`config.mk`:
```
export PLATFORM = sky130hd
export DESIGN_NAME = strt_validator
export DESIGN_NICKNAME = d
export VERILOG_FILES = /design/src/rtl/strt_validator.sv
export SDC_FILE = /design/constraint.sdc
export NUM_CORES = 1
export LEC_CHECK = 0
export CAP_MARGIN = 5
export CORE_MARGIN = 1
export CORE_UTILIZATION = 56
export DETAILED_ROUTE_END_ITERATION = 16
export DONT_BUFFER_PORTS = 1
export GPL_TIMING_DRIVEN = 0
export PLACE_DENSITY = 0.67
export SLEW_MARGIN = 10
export SYNTH_ARGS = -nofsm -noshare
export SYNTH_HDL_FRONTEND = slang
export SYNTH_SLANG_ARGS = --single-unit
```
`constraint.sdc`:
```
create_clock -name CLK -period 4.03 [get_ports CLK]
set_clock_uncertainty 0.2 [all_clocks]
set_input_delay 0.6045 -clock CLK [delete_from_list [all_inputs] [get_ports CLK]]
set_output_delay 0.6045 -clock CLK [all_outputs]
set_load 0.02 [all_outputs]
```
`src/rtl/strt_validator.sv`:
```
// Start-bit qualifier for the UART receiver on the oversampling clock.
// Majority-votes samples around the start-bit centre; flags glitches.
module strt_validator #(
  parameter int PRESCALE_W = 6,
  parameter int SAMPLES    = 3,
  parameter int CNT_W      = 8
) (
  input  logic                  CLK,
  input  logic                  RST,
  input  logic                  SC_EN,
  input  logic                  SC_RX_IN,
  input  logic [PRESCALE_W-1:0] SC_Prescale,
  input  logic                  SC_clr_cnt,
  output logic                  SC_start_ok,
  output logic                  SC_glitch,
  output logic                  SC_busy,
  output logic                  SC_cfg_err,
  output logic [CNT_W-1:0]      SC_glitch_cnt
);

  localparam int H  = (SAMPLES - 1) / 2;
  localparam int VW = $clog2(SAMPLES + 1);
  localparam logic [PRESCALE_W-1:0] HALF = PRESCALE_W'(H);
  localparam logic [VW-1:0]         NEED = VW'(H + 1);
  localparam logic [31:0]           MINP = 32'(2 * SAMPLES);

  typedef enum logic [1:0] {
    IDLE,
    SAMPLE,
    WAIT_END
  } state_t;

  state_t state;
  state_t stateNext;

  logic                  rxPrev;
  logic [PRESCALE_W-1:0] pLat;
  logic [PRESCALE_W-1:0] tick;
  logic [VW-1:0]         zeros;
  logic [VW-1:0]         zerosNext;
  logic [PRESCALE_W-1:0] mid;
  logic [PRESCALE_W-1:0] winLo;
  logic [PRESCALE_W-1:0] winHi;
  logic [PRESCALE_W-1:0] lastTick;
  logic                  fallEdge;
  logic                  inWin;
  logic                  verdict;
  logic                  pass;
  logic                  lastHit;
  logic                  startOkNext;
  logic                  glitchNext;

  assign SC_cfg_err = (32'(SC_Prescale) < MINP);
  assign SC_busy    = (state != IDLE);

  assign fallEdge  = rxPrev & ~SC_RX_IN;
  assign mid       = pLat >> 1;
  assign winLo     = mid - HALF;
  assign winHi     = mid + HALF;
  assign lastTick  = pLat - PRESCALE_W'(1);
  assign inWin     = (tick >= winLo) && (tick <= winHi);
  assign zerosNext = zeros + VW'(inWin && !SC_RX_IN);
  assign verdict   = (tick == winHi);
  assign pass      = (zerosNext >= NEED);
  assign lastHit   = (tick == lastTick);

  // State register
  always_ff @(posedge CLK) begin
    if (RST) state <= IDLE;
    else     state <= stateNext;
  end

  // Next-state logic; disable forces idle from anywhere
  always_comb begin
    stateNext = state;
    unique case (state)
      IDLE:
        if (fallEdge && !SC_cfg_err)
          stateNext = SAMPLE;
      SAMPLE:
        if (verdict)
          stateNext = (pass && !lastHit) ? WAIT_END : IDLE;
      WAIT_END:
        if (lastHit)
          stateNext = IDLE;
      default:
        stateNext = IDLE;
    endcase
    if (!SC_EN) stateNext = IDLE;
  end

  // Pulse decode; a verdict on the last tick reports start directly
  always_comb begin
    startOkNext = 1'b0;
    glitchNext  = 1'b0;
    if (SC_EN) begin
      unique case (1'b1)
        (state == SAMPLE) && verdict: begin
          glitchNext  = !pass;
          startOkNext = pass && lastHit;
        end
        (state == WAIT_END):
          startOkNext = lastHit;
        default: ;
      endcase
    end
  end

  // Edge history, tick/vote counters, latched prescale and pulses
  always_ff @(posedge CLK) begin
    if (RST) begin
      rxPrev      <= 1'b1;
      tick        <= '0;
      zeros       <= '0;
      pLat        <= '0;
      SC_start_ok <= 1'b0;
      SC_glitch   <= 1'b0;
    end else begin
      rxPrev      <= SC_RX_IN;
      SC_start_ok <= startOkNext;
      SC_glitch   <= glitchNext;
      if (stateNext == IDLE) begin
        tick  <= '0;
        zeros <= '0;
      end else if (state == IDLE) begin
        tick  <= PRESCALE_W'(1);
        zeros <= '0;
        pLat  <= SC_Prescale;
      end else begin
        tick  <= tick + PRESCALE_W'(1);
        zeros <= zerosNext;
      end
    end
  end

  // Saturating glitch counter; clear wins over increment
  always_ff @(posedge CLK) begin
    if (RST || SC_clr_cnt)
      SC_glitch_cnt <= '0;
    else if (glitchNext && (SC_glitch_cnt != '1))
      SC_glitch_cnt <= SC_glitch_cnt + CNT_W'(1);
  end

endmodule

```
==> key figures <==
Pwr
  • Combinational cell fraction of total power: 16.3%
  • IR drop worst, VDD: 0.2047 mV
  • Sw power: 129.9 µW
  • Clock network power share: 25.4%
  • Cell leakage power: 0.0007420 µW
  • Pwr/cell area: 250.1 nW/µm²
  • Power Internal: 342.6 µW
  • Switching share of power: 27.48%
  • Fraction of power consumed by sequential logic: 58.3%

Critical path
  • Critical Path Start: pLat[1]
  • Data required time of the critical path: 4100 ps
  • Critical path class: reg -> reg
  • Crit path launch type: register
  • Depth of the most critical reg-to-reg path: 15
  • Maximum fanout encountered on the critical timing path: 8
  • Capture point of the worst path: SC_glitch_cnt[7]
  • Reg-to-reg critical path startpoint: pLat[1]
  • Reg-to-Reg End: SC_glitch_cnt[7]
  • Kind of capture point of the worst setup path: register
  • Master of the slowest instance on the critical path: or4_1
  • Cells along the critical path: inv_1, ha_1, inv_1, ha_1, nor2b_1, o21a_1, o211ai_1, a31oi_1, a2111oi_2, ha_2, xor2_4, nor4_4, nand2_4, or4_1, a21boi_1
  • CP Depth: 15
  • Arr. time, crit path: 3840 ps
  • Critical Path Max Stage Delay: 490 ps
  • Buffer and inverter count on the worst path: 2
  • CP delay by family, top: simple AND/OR/NAND/NOR gates
  • Minimum setup slack among reg-to-reg paths: 260 ps

Synthesis
  • Most common cell in the synthesized netlist: dfxtp_1
  • Main flop type after synthesis: dfxtp_1
  • Area fraction of the dominant cell type after synthesis: 30.62%
  • Synth Area in Compound Gates: 14.60%
  • Asr flop ratio synth: 0%
  • Adder-cell share of the synthesized area: 12.76%
  • Total standard cell area after synthesis: 1765 µm²
  • Flip-flop and latch count after synthesis: 27
  • Post-synthesis cell type count: 48
  • Syn Inst Count: 197
  • Net Count, Synth: 226
  • Syn Area/Cell: 8.962 µm²
  • Main combinational cell family by area after synthesis: simple AND/OR/NAND/NOR gates
  • Basic-gate share of the synthesized area counting and, or, nand and nor cells: 24.73%
  • Number of warning messages in the yosys log: 0
  • Sequential fraction of the synthesis area: 30.62%
  • Post-synth top cells: 27 x dfxtp_1, 18 x ha_1, 18 x nor2_1, 13 x xnor2_1, 11 x nand2_1
  • Cell types with the largest area share after synthesis: dfxtp_1 31%, ha_1 13%, xnor2_1 6.4%
  • Share of cell area taken by muxes after synthesis: 3.969%
  • Cell type with the highest aggregate area in the netlist: dfxtp_1
  • Number of enable flip-flop cells after synthesis: 0
  • Post-synthesis share of cell area spent on xor and xnor gates: 9.922%

Drt
  • Wire length on met2: 1903 µm
  • Sum of routed wire segments on met1: 1696 µm
  • Count of vias placed by the detailed router: 1411
  • Routed wl met3: 74 µm
  • Detail-routed net length per standard cell: 15.08 µm
  • Number of detailed-route iterations in the first pass: 4
  • Routed via count divided by cell count: 5.736
  • Final WL: 3709 µm
  • DRC violation count after routing: 0
  • Number of DRC violations after detailed-routing iteration 0: 41
  • Highest routing layer actually used: met4
  • Antenna-violating nets left: 0

STA
  • Highest achievable clock rate: 0.2654 GHz
  • Portion of the clock cycle consumed by the worst path in the final layout: 93.49%
  • Setup repair after global routing missed its margin: no
  • Final count of negative-setup-slack endpoints: 0
  • Transition time at the pin with the least slew margin: 827.9 ps
  • Number of pins with negative max-slew slack in the final report: 0
  • Count of final hold-check violations: 0
  • Worst slew margin relative to its limit: 44.70%
  • Final total negative setup slack: 0 ps
  • Post-layout minimum cycle time: 3767 ps

Run status
  • Run status: complete, no violations

Placement
  • Final weighted congestion in routability-driven placement: 0.8673
  • Cell Count Post-Placement: 241
  • PortBufs: 0
  • Post-detail-place hpwl: 2862 µm

Finish
  • Register cell area after layout: 543.0 µm²
  • Total area of multi-input combinational cells: 1197 µm²
  • Number of filler cells placed in the layout: 281
  • Final Core Density: 62.40%
  • Relative area change from synthesis to final layout: 7.016%
  • Final non-filler cell total: 246
  • Net total in the final layout: 232
  • Layout cell share with drive strength beyond 1: 11.39%
  • Ant. Diodes: 0

Global route
  • Wire length of the first global-routing pass: 6127 µm
  • Antenna violations before repair: 0
  • Vias in the first global route: 1347
  • Remaining global-route overflow: 0
  • Total routing usage reported by global routing: 24.00%
  • Pin count of the biggest net entering global routing: 15

CTS
  • Clock tree root buffer cell: clkbuf_4
  • Number of buffers created by CTS: 3
  • Maximum clock path buffer count: 2
  • Clock tree from TritonCTS: built
  • H-tree depth: 1
  • Worst skew pair latency: 320 ps
  • Total of hold buffers inserted after clock tree synthesis: 0
  • Clk sink count: 27
  • Clock transition at path regs: 150 ps

Floorplan
  • Y dimension of the die: 58.15 µm
  • Core Footprint: 3028 µm²
  • Num ports: 23
  • FP Rows: 20
  • Starting density of the core: 58.31%
  • Chip width: 58.15 µm
  • Die Area: 3381 µm²

Min path
  • Hold Path Class: in -> reg

Job
  • Max_cap viols: 0
## through the flow
stage / worst slack [ps] / power, µW / hold WS, ps / area, µm²
floorplan: 389.0 / 342.0 / 310.0 / 1765
global placement: -104.9 / 352.6 / 360.2 / 1821
detailed placement: -233.8 / 356.3 / 379.6 / 1826
CTS: 63.15 / 477.5 / 109.9 / 1867
global route: 66.50 / 494.0 / 108.5 / 1889
finish: 262.5 / 472.5 / 130.2 / 1889
## placed cells by master (no fill, tap or decap), types with 3 or more instances in the layout
master,synthesis,final
buf_2,3,3
xor2_1,7,6
nand2_1,11,11
a21oi_1,7,7
nor2b_1,4,4
and2_1,3,3
nor2_1,18,18
inv_1,9,9
clkbuf_4,0,3
or3_1,3,3
dfxtp_1,27,25
ha_1,18,17
a31oi_1,3,3
nand2b_1,3,3
xnor2_1,13,13
mux2i_1,7,7
nand3_1,10,10
a2111oi_2,1,3
and3_1,4,4
o21ai_0,5,5
nor3_1,5,5
## layer usage
metal,track usage [%],up-vias
li1,-,720
met1,29.35,677
met2,43.51,10
met3,3.348,4
met4,7.143,0
met5,0,-
## registers in the layout (all words and copies together), names as in the netlist
signal and count:
zeros 2, state 2, tick 6, SC_glitch 1
SC_start_ok 1, pLat 6, rxPrev 1, SC_glitch_cnt 8
## timing repair
item / in CTS / in global routing
resized for setup: 4 / 3
setup endpoints to repair: 7 / 5
setup buffers: 0 / 1
pin swaps: 1 / 4
hold endpoints to repair: 0 / 0
## final cells by class
type | count | area share, %
multi-input combinational | 156 | 63.38
sequential | 27 | 28.74
tap | 44 | 2.914
clock buffer | 4 | 1.391
buffer | 5 | 1.391
timing repair buffer | 1 | 0.3974
inverter | 9 | 1.788
## worst min path at each step
stage	end	slack [ps]	from	depth (start not counted)
finish	SC_glitch_cnt[5]	130	SC_clr_cnt	1
global route	SC_glitch_cnt[1]	110	SC_clr_cnt	1
CTS	SC_glitch_cnt[5]	110	SC_clr_cnt	1
detailed placement	pLat[1]	380	pLat[1]	2
global placement	pLat[0]	360	pLat[0]	2
floorplan	tick[0]	310	tick[0]	1
## power by group through the flow
stage	combinational, µW	sequential (µW)	clock, µW
floorplan	62.3	280	0
global placement	71.9	281	0
detailed placement	75.3	281	0
CTS	76.2	275	126
global route	86.0	276	132
finish	77.0	275	120
## kinds of logic (layout without fill, tap and decap cells)
logic type,count (synthesis),in the layout
AND/OR/NAND/NOR,76,76
XOR/XNOR,20,20
flip-flops,27,27
adder cells (fa/ha/maj),18,18
buffers and inverters,14,19
multiplexers,7,7
AO/OA/AOI/OAI,35,35
No activity file was read; power rests on OpenSTA's default activity.
